**src/rtl/photon_cnt_pkg.sv**
```systemverilog
// Shared types and helpers for the photon bin counter: FSM encoding,
// timestamp width and FIFO level-width helper.
package photon_cnt_pkg;

  typedef enum logic [1:0] {
    IDLE  = 2'd0,
    ARM   = 2'd1,
    COUNT = 2'd2
  } state_t;

  localparam int TS_W = 32;

  // Level must represent 0..DEPTH inclusive, hence one bit beyond the pointer width.
  function automatic int lvl_w(input int depth);
    return $clog2(depth) + 1;
  endfunction

endpackage

```
**src/rtl/photon_bin_fifo.sv**
```systemverilog
// First-word-fall-through sync FIFO for closed bins. The head is held in a
// register; level/empty/full are registered and updated together.
module photon_bin_fifo
  import photon_cnt_pkg::*;
#(
  parameter int WIDTH = 32,
  parameter int DEPTH = 16
) (
  input  logic                      CLK,
  input  logic                      RST,
  input  logic                      push,
  input  logic [WIDTH-1:0]          wdata,
  input  logic                      pop,
  output logic [WIDTH-1:0]          rdata,
  output logic                      empty,
  output logic                      full,
  output logic [lvl_w(DEPTH)-1:0]   level,
  output logic                      drop
);

  localparam int AW = $clog2(DEPTH);
  localparam int LW = lvl_w(DEPTH);

  logic [WIDTH-1:0] mem [DEPTH];
  logic [AW-1:0]    wr_ptr, rd_ptr, rd_nxt;
  logic [LW-1:0]    level_d;
  logic             pop_ok, push_ok;

  assign pop_ok  = pop & ~empty;
  // A push into a full FIFO still lands when a pop frees the slot in the same cycle.
  assign push_ok = push & (~full | pop_ok);
  assign drop    = push & full & ~pop_ok;
  assign rd_nxt  = rd_ptr + AW'(1);
  assign level_d = level + LW'(push_ok) - LW'(pop_ok);

  always_ff @(posedge CLK or posedge RST) begin
    if (RST) begin
      for (int i = 0; i < DEPTH; i++) mem[i] <= '0;
      wr_ptr <= '0;
      rd_ptr <= '0;
      level  <= '0;
      empty  <= 1'b1;
      full   <= 1'b0;
      rdata  <= '0;
    end else begin
      if (push_ok) begin
        mem[wr_ptr] <= wdata;
        wr_ptr      <= wr_ptr + AW'(1);
      end
      if (pop_ok) rd_ptr <= rd_nxt;
      level <= level_d;
      empty <= (level_d == '0);
      full  <= (level_d == LW'(DEPTH));
      // Head register: next entry on pop, incoming word when it becomes the head.
      if (pop_ok) begin
        if (level == LW'(1)) begin
          if (push_ok) rdata <= wdata;
        end else begin
          rdata <= mem[rd_nxt];
        end
      end else if (push_ok && empty) begin
        rdata <= wdata;
      end
    end
  end

endmodule

```
**src/rtl/photon_bin_counter.sv**
```systemverilog
// Counts synchronized photon edges between trigger events and queues each
// closed bin. Define PHOTON_BIN_TIMESTAMP_EN to add per-bin cycle timestamps.
module photon_bin_counter
  import photon_cnt_pkg::*;
#(
  parameter int CNT_W       = 32,
  parameter int FIFO_DEPTH  = 16,
  parameter int SYNC_STAGES = 2
) (
  input  logic                           CLK,
  input  logic                           RST,
  input  logic                           photon_in,
  input  logic                           trig,
  input  logic                           enable,
  input  logic                           rd,
  input  logic                           clr_ovf,
  output logic [CNT_W-1:0]               rd_data,
  output logic                           fifo_empty,
  output logic                           fifo_full,
  output logic [lvl_w(FIFO_DEPTH)-1:0]   fifo_level,
  output logic                           overflow
`ifdef PHOTON_BIN_TIMESTAMP_EN
  ,
  output logic [TS_W-1:0]                bin_ts
`endif
);

`ifdef PHOTON_BIN_TIMESTAMP_EN
  localparam int FW = CNT_W + TS_W;
`else
  localparam int FW = CNT_W;
`endif

  state_t                 state_q, state_d;
  logic [SYNC_STAGES-1:0] sync_q;
  logic                   ph_last, ph_evt;
  logic                   trig_d, trig_evt;
  logic [CNT_W-1:0]       cnt_q, cnt_d;
  logic                   push, drop;
  logic [FW-1:0]          push_data, fifo_rdata;

  // photon_in is asynchronous: shift through the synchronizer before edge detect.
  always_ff @(posedge CLK or posedge RST) begin
    if (RST) begin
      sync_q  <= '0;
      ph_last <= 1'b0;
      trig_d  <= 1'b0;
    end else begin
      sync_q  <= {sync_q[SYNC_STAGES-2:0], photon_in};
      ph_last <= sync_q[SYNC_STAGES-1];
      trig_d  <= trig;
    end
  end

  assign ph_evt   = sync_q[SYNC_STAGES-1] & ~ph_last;
  assign trig_evt = trig & ~trig_d;

  always_ff @(posedge CLK or posedge RST) begin
    if (RST) state_q <= IDLE;
    else     state_q <= state_d;
  end

  always_comb begin
    state_d = state_q;
    if (!enable) begin
      state_d = IDLE;
    end else begin
      unique case (state_q)
        IDLE:    state_d = ARM;
        ARM:     if (trig_evt) state_d = COUNT;
        COUNT:   state_d = COUNT;
        default: state_d = IDLE;
      endcase
    end
  end

  // A photon coincident with the trigger opens the new bin rather than closing the old one.
  always_comb begin
    cnt_d = '0;
    push  = 1'b0;
    if (enable) begin
      unique case (state_q)
        ARM: if (trig_evt) cnt_d = CNT_W'(ph_evt);
        COUNT: begin
          if (trig_evt) begin
            push  = 1'b1;
            cnt_d = CNT_W'(ph_evt);
          end else if (ph_evt) begin
            cnt_d = (cnt_q == '1) ? cnt_q : cnt_q + CNT_W'(1);
          end else begin
            cnt_d = cnt_q;
          end
        end
        default: cnt_d = '0;
      endcase
    end
  end

  always_ff @(posedge CLK or posedge RST) begin
    if (RST) cnt_q <= '0;
    else     cnt_q <= cnt_d;
  end

`ifdef PHOTON_BIN_TIMESTAMP_EN
  logic [TS_W-1:0] ts_q;

  always_ff @(posedge CLK or posedge RST) begin
    if (RST) ts_q <= '0;
    else     ts_q <= ts_q + TS_W'(1);
  end

  assign push_data = {ts_q, cnt_q};
  assign bin_ts    = fifo_rdata[FW-1 -: TS_W];
`else
  assign push_data = cnt_q;
`endif

  assign rd_data = fifo_rdata[CNT_W-1:0];

  photon_bin_fifo #(
    .WIDTH (FW),
    .DEPTH (FIFO_DEPTH)
  ) u_fifo (
    .CLK   (CLK),
    .RST   (RST),
    .push  (push),
    .wdata (push_data),
    .pop   (rd),
    .rdata (fifo_rdata),
    .empty (fifo_empty),
    .full  (fifo_full),
    .level (fifo_level),
    .drop  (drop)
  );

  // Sticky drop flag; a new drop outranks a simultaneous clear.
  always_ff @(posedge CLK or posedge RST) begin
    if (RST)          overflow <= 1'b0;
    else if (drop)    overflow <= 1'b1;
    else if (clr_ovf) overflow <= 1'b0;
  end

endmodule

```
**config.mk**
```make
export PLATFORM = sky130hd
export DESIGN_NAME = photon_bin_counter
export DESIGN_NICKNAME = d
export VERILOG_FILES = /design/src/rtl/photon_cnt_pkg.sv /design/src/rtl/photon_bin_fifo.sv /design/src/rtl/photon_bin_counter.sv
export SDC_FILE = /design/constraint.sdc
export NUM_CORES = 1
export LEC_CHECK = 0
export BUFFER_PORTS_ARGS = -buffer_cell sky130_fd_sc_hd__buf_2
export CORE_MARGIN = 2
export CORE_UTILIZATION = 30
export CTS_BUF_LIST = sky130_fd_sc_hd__clkbuf_4 sky130_fd_sc_hd__clkbuf_8 sky130_fd_sc_hd__clkbuf_16
export DETAILED_ROUTE_END_ITERATION = 8
export GPL_ROUTABILITY_DRIVEN = 0
export PLACE_DENSITY = 0.54
export SLEW_MARGIN = 15
export SYNTH_ARGS = -nofsm -noshare
export SYNTH_HDL_FRONTEND = slang
export SYNTH_HIERARCHICAL = 1
export SYNTH_SLANG_ARGS = --single-unit
export TNS_END_PERCENT = 50
```
**constraint.sdc**
```tcl
create_clock -name CLK -period 17.1 [get_ports CLK]
set_input_delay 0 -clock CLK [delete_from_list [all_inputs] [get_ports CLK]]
set_output_delay 0 -clock CLK [all_outputs]
set_load 0.1 [all_outputs]
```
==> Yosys cells after proc, flatten, opt, wreduce, memory -nomap -nowiden <==
Cells that the tools add are included.
{ "word_totals": {"ff_bits": 598, "inputBits": 7, "output_inout_bits": 40, "word_cells": 91} }
{ "op_classes": {"add_sub_neg": 5, "order_cmp": 3, "n_eq_ne": 9, "n_mux": 24, "bitwise_logic": 14, "n_reduce_logical": 8} }
{ "ops": {"columns": ["cell", "count"], "rows": [
  ["bitwise mux 512 bit", 1],
  ["2-to-1 mux 32 bit", 11],
  ["binary-select mux 32 bit (select 4 bit)", 1],
  ["demux 32 bit (select 4 bit)", 1],
  ["one-hot mux 32 bit (2 select lines)", 1],
  ["adder 32 x 1 -> 32 bit, second input constant", 1],
  ["equality test 32 bit, second input constant", 1],
  ["greater-or-equal comparator 5 bit, second input constant", 2],
  ["NOT 4 -> 5 bit", 2],
  ["adder 4 x 1 -> 4 bit, second input constant", 2],
  ["!= test 4 bit, second input constant", 2],
  ["AND 1 bit", 6],
  ["2-to-1 mux 1 bit", 6],
  ["!= test 3 bit, second input constant", 2],
  ["one-hot mux 2 bit (3 select lines)", 1],
  ["adder 5 x 1 -> 5 bit", 1],
  ["equality test 5 x 1 -> 1 bit, second input constant", 1],
  ["equality test 5 bit, second input constant", 1],
  ["logical NOT 5 bit", 1],
  ["< comparator 5 x 1 -> 1 bit, second input constant", 1],
  ["NOT 1 bit", 5],
  ["subtractor 5 x 1 -> 5 bit", 1],
  ["2-to-1 mux 2 bit", 2],
  ["AND reduction 2 bit", 2],
  ["other kinds (6)", 8]
]} }

==> Logic depth before layout (Yosys ltp) <==
Gate-level depths: netlist of run 1.
{ "depth": {"ltp_word": 9, "mapped_depth": 15, "mapped_depth_nobuf": 14} }

==> Modules after synthesis <==
Netlist of run 1, hierarchy kept.
{ "modules_own_cells": {"columns": ["mod", "n_inst", "cells_per_inst", "area_per_inst_um2", "seq_area_each_um2"], "rows": [
  ["photon_bin_fifo", 1, 1610, 25235.5, 13989.7],
  ["photon_bin_counter", 1, 258, 2344.7, 975.9]
]} }

==> Worst setup path before layout of run 1 <==
Ideal clock, no wire load.
{ "synth_path": {"path_type": "flip-flop to flip-flop", "from": "register state_q[0]", "to": "register u_fifo.full", "setup_ns": 0.088, "t_arrival_ns": 3.039, "required_ns": 17.012, "setup_slack_ns": 13.973, "path_stages_with_launch": 15, "path_buffers": 1, "synth_period_minus_slack_ns": 3.127, "cell_sequence": "dfrtp_1 > inv_1 > ha_1 > and2_0 > nor2b_1 > a21boi_1 > buf_2 > inv_1 > ha_1 > inv_1 > ha_1 > fa_1 > xor2_1 > or3_1 > nor3b_1"} }
{ "synth_via": {"elab_chain_len": 7} }
{ "synth_rtl": {"columns": ["element", "line", "text"], "rows": [
  ["from (decl)", "photon_bin_counter.sv:34", "state_t state_q, state_d;"],
  ["from (signal assigned)", "photon_bin_counter.sv:60", "else state_q <= state_d;"],
  ["equality test 2 bit", "photon_bin_counter.sv:82", "unique case (state_q)"],
  ["2-to-1 mux 1 bit", "photon_bin_counter.sv:82", null],
  ["2-to-1 mux 1 bit", "photon_bin_counter.sv:81", "if (enable) begin"],
  ["net push", "photon_bin_counter.sv:39", "logic push, drop;"],
  ["AND 1 bit", "photon_bin_fifo.sv:31", "assign push_ok = push & (~full | pop_ok);"],
  ["adder 5 x 1 -> 5 bit", "photon_bin_fifo.sv:34", "assign level_d = level + LW'(push_ok) - LW'(pop_ok);"],
  ["subtractor 5 x 1 -> 5 bit", "photon_bin_fifo.sv:34", null],
  ["net u_fifo.level_d[2]", "photon_bin_fifo.sv:26", "logic [LW-1:0] level_d;"],
  ["equality test 5 bit", "photon_bin_fifo.sv:53", "full <= (level_d == LW'(DEPTH));"],
  ["to (signal assigned)", "photon_bin_fifo.sv:53", null],
  ["to (decl)", "photon_bin_fifo.sv:16", "output logic full,"]
]} }
The timed path passes the listed nets, and every way through them passes these cells.
A chain may end at the register's enable or synchronous reset.

==> Worst setup path in the final report of run 1 <==
{ "layout_path": {"from": "register u_fifo.rd_ptr[0]", "to": "register u_fifo.rdata[3]"} }
{ "layout_via": {"elab_chain_len": 7} }
{ "layout_rtl": {"columns": ["element", "line", "text"], "rows": [
  ["from (decl)", "photon_bin_fifo.sv:25", "logic [AW-1:0] wr_ptr, rd_ptr, rd_nxt;"],
  ["from (signal assigned)", "photon_bin_fifo.sv:50", "if (pop_ok) rd_ptr <= rd_nxt;"],
  ["adder 4 x 1 -> 4 bit", "photon_bin_fifo.sv:33", "assign rd_nxt = rd_ptr + AW'(1);"],
  ["net u_fifo.rd_nxt[1]", "photon_bin_fifo.sv:25", null],
  ["NOT 4 -> 5 bit (implied by the code)", "photon_bin_fifo.sv:59", "rdata <= mem[rd_nxt];"],
  ["binary-select mux 32 bit (select 4 bit)", "photon_bin_fifo.sv:59", null],
  ["2-to-1 mux 32 bit (implied by the code) (2 in series)", "photon_bin_fifo.sv:59", null],
  ["2-to-1 mux 32 bit", "photon_bin_fifo.sv:56", "if (level == LW'(1)) begin"],
  ["2-to-1 mux 32 bit", "photon_bin_fifo.sv:55", "if (pop_ok) begin"],
  ["to (signal assigned)", "photon_bin_fifo.sv:57", "if (push_ok) rdata <= wdata;"],
  ["to (signal assigned)", "photon_bin_fifo.sv:59", null],
  ["to (signal assigned)", "photon_bin_fifo.sv:62", "rdata <= wdata;"],
  ["to (decl)", "photon_bin_fifo.sv:14", "output logic [WIDTH-1:0] rdata,"]
]} }
The timed path passes the listed nets, and every way through them passes these cells. The select of a mux whose other input is x is not followed.

==> flow_summary_export.csv, run 1 <==
group,metric,value,unit
place,io_buffers,46,
synthesis,synthDistinctLibCells,58,
sta,max_slew.worst_pin.slew,1210,ps
sta,min_period,4620,ps
layout,num-fill-cells,8770,
synthesis,synth_ff_type,"dfrtp_1",
synthesis,synth_nets,1891,
setup_path,worstPathArrival,5080,ps
synthesis,synth.top_cell.area_share,54.2,%
clock_tree,cts_tree,"yes",
grt,grt_usage,15.5,%
floorplanning,die-area,0.0944,mm2
setup_path,crit_path_start_kind,"flop",
layout,nNetsFinal,1889,
clock_tree,h-tree-depth,3,
setup_path,required,17560,ps
route,drtIter0Drc,1151,
layout,drive_gt1_share,46.9,%
floorplanning,core_area,0.0914,mm2
place,dpl_worst_slack,12480,ps
grt,grt_max_degree,137,
sta,fin_ws,12480,ps
grt,grt-ovfl-total,0,
sta,hold_ws,74.0,ps
floorplanning,start_util,30.2,%
clock_tree,hold_buffers,6,
power_and_ir_drop,power.leakage,14.9,nW
synthesis,ys_async_sr_fraction,100,%
power_and_ir_drop,power.density,140,mW/mm2
clock_tree,clkLatencyLatePin,600,ps
sta,clock.fmax,0.216,GHz
clock_tree,root_buffer,"clkbuf_16",
sta,fin_skew,19.1,ps
route,firstDrtPassIters,6,
sta,drv_slew,0,
floorplanning,die-width,307,um
clock_tree,cts_setup_buffers,0,
sta,tns,0,ps
place,placed_area,0.0290,mm2
route,wl,72300,um
route,ant_nets,0,
synthesis,synth-edff-count,0,
place,post-dp-hpwl,40200,um
layout,final_cell_area,0.0313,mm2
floorplanning,core.rowCount,111,
floorplanning,ioPinCount,47,
floorplanning,die_h,307,um
grt,grt_pass1_wl,112000,um
synthesis,synth_most_common_cell,"dfrtp_1",
layout,multi_input_area,0.0120,mm2
power_and_ir_drop,ir_drop,224,uV
setup_path,crit_chain,"ha_4, buf_4, buf_4, mux4_2, mux2_2, nand3_1, o221ai_1",
synthesis,synth_seq_cells,598,
setup_path,crit_slowest_cell,"dfrtp_4",
sta,slew_headroom,19.6,%
sta,fin_crit_sh,27.0,%
layout,antennaDiodeCount,0,
setup_path,critPathMaxStageDelay,1030,ps
setup_path,cp_max_fo,58,
synthesis,synthTopCellsByArea,"dfrtp_1 54%, mux2_2 22%, mux4_2 10%, mux2i_1 1.2%, clkbuf_1 1.1%",
synthesis,syn_area,0.0276,mm2
synthesis,synth_common_cells,"597 x dfrtp_1, 541 x mux2_2, 128 x mux4_2, 81 x clkbuf_1, 60 x nand3_1",
clock_tree,clkTransAtPathRegs,60,ps
worst_hold_path,min_path_type,"in2reg",
route,vias,16300,
synthesis,synth_top_area_cell,"dfrtp_1",
clock_tree,cts_buffer_depth,3,
synthesis,seq_area_frac_synth,54.3,%
setup_path,criticalPathCategory,"reg2reg",
grt,antenna_found_initial,0,
synthesis,syn_inst,1868,
clock_tree,clkSinkCount,598,
route,drc_errors,0,
layout,area_delta_synth_final,13.6,%
route,wl_per_cell,23.3,um
clock_tree,post_cts_resized,0,
layout,seqCellArea,0.0150,mm2
power_and_ir_drop,finalPower,4.40,mW
status,status,"complete, no violations",
sta,timing_hold_violations_final,0,
setup_path,endpoint_kind,"flop",
synthesis,postSynthAreaPerCell,14.8,um2
clock_tree,cts_buffers,68,
setup_path,cpMostUsedCell,"buf_4",
synthesis,ys_warn_count,6,
grt,grt_pass1_vias,17600,
sta,rsz0062_at_grt,"false",
route,vias_per_cell,5.27,
flow_run,cap_violations,0,
sta,setup_viol,0,
## cell type report
cell class | count | share of cell area [%]
Clock buffer | 103 | 6.64
Clock inverter | 14 | 0.651
Inverter | 18 | 0.240
Multi-Input combinational cell | 1097 | 38.3
Sequential cell | 598 | 47.8
Tap cell | 1186 | 4.74
Timing Repair Buffer | 83 | 1.71
## where the power goes
group          switching (mW)  internal, mW  total (mW)
registers              0.0974          1.47        1.57
clock network           0.576         0.902        1.48
logic                   0.965         0.382        1.35
## layout by cell type, fill, tap and decap left out, types with 6 or more instances in the layout
cell type      count
nand3_2           12
buf_2             46
a31oi_1           12
nand4_1           18
nor2_1            48
o31ai_1           29
and2_1             7
nor3_1             8
and3_1             6
o41ai_1            6
clkbuf_8          13
clkbuf_4          20
mux4_2           128
a21oi_1           40
dlygate4sd3_1      6
o21ai_0           11
dfrtp_1          596
inv_1             16
buf_4             30
clkinv_2           6
xnor2_1            6
nand2b_1           6
clkbuf_16         70
nand3_1           48
ha_1              14
nand2_1           25
o221ai_1          32
mux2_2           541
o311ai_0          11
mux2i_1           32
## kinds of logic (layout without fill, tap and decap cells)
kind of cell / after synthesis / in the layout / synth area share, %
XOR/XNOR: 12 / 12 / 0.381
buffers and inverters: 173 / 218 / 2.75
adder cells (fa/ha/maj): 16 / 16 / 0.753
AND/OR/NAND/NOR: 207 / 207 / 3.94
multiplexers: 706 / 706 / 33.9
flip-flops: 598 / 598 / 54.3
AO/OA/AOI/OAI: 156 / 156 / 3.99
## stage by stage
stage / std cells / util [%]
global placement: 2976 / 31.7
floorplan: 1868 / -
CTS: 3099 / 34.3
finish: 3099 / 34.3
global route: 3099 / 34.3
detailed placement: 2976 / 31.7
## sequential cells by signal, indices dropped and copies added, names as in the netlist
signal and cells:
u_fifo/full 1, u_fifo/wr_ptr 4, sync_q 2, u_fifo/mem 512
u_fifo/level 5, u_fifo/rdata 32, cnt_q 32, ph_last 1
trig_d 1, overflow 1, u_fifo/rd_ptr 4, u_fifo/empty 1
state_q 2
## worst paths after layout
check	end	slack [ps]	cells past startpoint	start
min in group asynchronous	u_fifo/wr_ptr[3]	200	3	RST
worst max register to register	u_fifo/rdata[3]	12480	7	u_fifo/rd_ptr[0]
worst min register to register	sync_q[1]	350	0	sync_q[0]
worst min-delay path	sync_q[0]	70	2	photon_in
max in group asynchronous	u_fifo/mem[357]	13740	6	RST
worst max-delay path	u_fifo/rdata[3]	12480	7	u_fifo/rd_ptr[0]
## critical path, delay by kind of cell, from the launching register on
kind	cells	cell delay [ps]
buffers and inverters	2	1680
DFF	1	1030
muxes	2	860
adders and majority gates	1	540
AOI/OAI and AO/OA	1	130
and+or+nand+nor	1	80
## metal layers
layer	share of wire [%]	track usage, %	routed length [um]	vias up
li1	-	-	-	7021
met1	47	21.7	33600	8897
met2	48	25.3	34600	306
met3	3.5	2.30	2500	95
met4	2.2	4.12	1560	0
met5	0	0	0	-
No activity file was read; power rests on OpenSTA's default activity.
==> inputs of run 2 (changes only) <==
Settings changed: ABC_AREA from default to 1.
Clock period 17.1 ns to 4.4 ns, I/O delays scaled along.
==> flow_summary_export.csv, run 2 <==
group,metric,value,unit
status,status,"complete, no violations",
floorplanning,core_area,0.0950,mm2
clock_tree,cts_tree,"yes",
sta,max_slew.worst_pin.slew,1140,ps
power_and_ir_drop,clkPwrFrac,29.2,%
power_and_ir_drop,ir_drop,1160,uV
setup_path,ff2ff_setup_slack,1270,ps
layout,drive_gt1_share,8.76,%
sta,clock.fmax,0.320,GHz
synthesis,synth_common_cells,"1396 x nand2_1, 597 x dfrtp_1, 465 x nand3_1, 279 x o21ai_0, 199 x o21ai_1",
sta,slew_headroom,23.7,%
synthesis,synth-edff-count,0,
floorplanning,die_h,314,um
synthesis,synth_ff_type,"dfrtp_1",
synthesis,synth_top_area_cell,"dfrtp_1",
synthesis,synthDistinctLibCells,44,
setup_path,crit_slowest_cell,"nand4_4",
setup_path,critPathMaxStageDelay,620,ps
layout,nNetsFinal,3530,
power_and_ir_drop,p_switching,8.64,mW
route,vias,23700,
grt,grt_pass1_vias,22800,
layout,final_cell_area,0.0321,mm2
power_and_ir_drop,swShare,43.8,%
synthesis,postSynthAreaPerCell,7.99,um2
clock_tree,cts_buffers,66,
clock_tree,root_buffer,"clkbuf_16",
setup_path,criticalPathCategory,"reg2reg",
place,io_buffers,46,
clock_tree,cts_buffer_depth,3,
power_and_ir_drop,p_int,11.1,mW
grt,grt_usage,18.0,%
synthesis,ys_warn_count,6,
layout,largestRegisters,"u_fifo/mem (512), cnt_q (32), u_fifo/rdata (32)",
sta,fin_ws,1270,ps
sta,fin_skew,19.0,ps
flow_run,cap_violations,0,
route,drc_errors,0,
setup_path,crit_chain,"inv_1, ha_1, nand2_2, nor2_1, nand2_4, inv_6, nand4_4, buf_4, nand2_1, o21ai_0",
setup_path,reg2reg_from,"state_q[0]",
setup_path,required,4850,ps
power_and_ir_drop,power.density,614,mW/mm2
sta,rsz0062_at_grt,"false",
place,post-dp-hpwl,46900,um
power_and_ir_drop,p_comb_share,40.4,%
sta,drv_slew,0,
route,wl,88100,um
sta,tns,0,ps
place,placed_area,0.0298,mm2
route,drtIter0Drc,2199,
synthesis,synth_most_common_cell,"nand2_1",
grt,antenna_found_initial,0,
synthesis,synthTopCellsByArea,"dfrtp_1 52%, nand2_1 18%, nand3_1 8.1%, o21ai_0 4.9%, o21ai_1 3.5%",
floorplanning,start_util,30.3,%
route,firstDrtPassIters,6,
synthesis,synth.top_cell.area_share,51.9,%
worst_hold_path,min_path_type,"in2reg",
synthesis,syn_area,0.0288,mm2
grt,grt_max_degree,172,
synthesis,seq_area_frac_synth,52.0,%
route,wl_per_cell,18.3,um
setup_path,cp_max_fo,43,
layout,antennaDiodeCount,0,
setup_path,crit_path_start_kind,"flop",
place,dpl_worst_slack,1260,ps
power_and_ir_drop,seqPwrFrac,30.4,%
worst_hold_path,min_from,"photon_in",
clock_tree,h-tree-depth,3,
sta,timing_hold_violations_final,0,
sta,setup_viol,0,
setup_path,worstPathArrival,3580,ps
sta,min_period,3130,ps
clock_tree,clkSinkCount,598,
layout,regMostFlops,"u_fifo/mem",
grt,grt-ovfl-total,0,
layout,num-fill-cells,10100,
route,vias_per_cell,4.92,
layout,largest_reg_flops,512,
synthesis,ys_async_sr_fraction,100,%
floorplanning,die-width,314,um
floorplanning,ioPinCount,47,
setup_path,endpoint_kind,"flop",
layout,area_delta_synth_final,11.5,%
clock_tree,clkTransAtPathRegs,60,ps
sta,fin_crit_sh,71.1,%
power_and_ir_drop,power.leakage,14.3,nW
layout,layout.cells.most_common_list,"1394 x nand2_1, 596 x dfrtp_1, 465 x nand3_1",
synthesis,synth_nets,3626,
layout,final_common_cell,"nand2_1",
setup_path,critPathTopFamily,"simple AND/OR/NAND/NOR gates",
setup_path,cp.buffers_inverters,3,
clock_tree,clkLatencyLatePin,610,ps
grt,grt_pass1_wl,139000,um
synthesis,syn_inst,3603,
floorplanning,core.rowCount,113,
route,ant_nets,0,
floorplanning,die-area,0.0985,mm2
synthesis,synth_seq_cells,598,
setup_path,crit_start,"state_q[0]",
## run 2: power groups by stage
| stage | sequential, mW | combinational (mW) | clock [mW] |
|---|---|---|---|
| finish | 5.99 | 7.97 | 5.75 |
| global route | 6.02 | 8.66 | 6.11 |
| CTS | 6.01 | 8.00 | 5.87 |
| detailed placement | 6.10 | 7.97 | 0 |
| global placement | 6.10 | 7.95 | 0 |
| floorplan | 7.01 | 4.68 | 0 |
## run 2: logic make-up after synthesis
family	Yosys count	share of synthesized area (%)
compound gates	558	10.5
xor+xnor	10	0.330
fa+ha+maj	16	0.721
buf+inv	389	6.56
flops	598	52.0
simple gates	2032	29.9
## run 2: path summary, 6_finish.rpt
path                       cells after the start               to
min in group asynchronous                      4         cnt_q[1]
min reg2reg                                    0        sync_q[1]
min                                            2        sync_q[0]
max reg2reg                                   10   u_fifo/mem[50]
max in group asynchronous                      5  u_fifo/mem[135]
max                                           10   u_fifo/mem[50]
## run 2: metal layers
layer | GRT usage (%) | wire length [um] | vias to the layer above
li1 | - | - | 11500
met1 | 24.9 | 40800 | 11500
met2 | 28.5 | 39700 | 541
met3 | 2.99 | 4310 | 143
met4 | 6.49 | 3310 | 0
met5 | 0 | 0 | -
## run 2: metrics by stage
step / hold WS, ps / utilization [%] / cells / power, mW
floorplan: 31.4 / - / 3603 / 11.7
global placement: -23.3 / 31.4 / 4697 / 14.1
detailed placement: -23.2 / 31.4 / 4697 / 14.1
CTS: 3.80 / 33.8 / 4817 / 19.9
global route: 29.1 / 33.8 / 4817 / 20.8
finish: 41.7 / 33.8 / 4817 / 19.7
## run 2: cell type report
class                      count  area (um2)  area share [%]
sequential                   598       15000            46.6
tap                         1265        1580            4.93
clock buffer                 102        2060            6.40
timing repair buffer          91         748            2.33
clock inverter                11         166           0.518
inverter                     134         526            1.64
multi-input combinational   2616       12100            37.5
## run 2: what timing repair did
action,in CTS,in global routing
hold buffers,7,0
hold endpoints to repair,476,0
buffers inserted,0,0
resized for setup,0,0
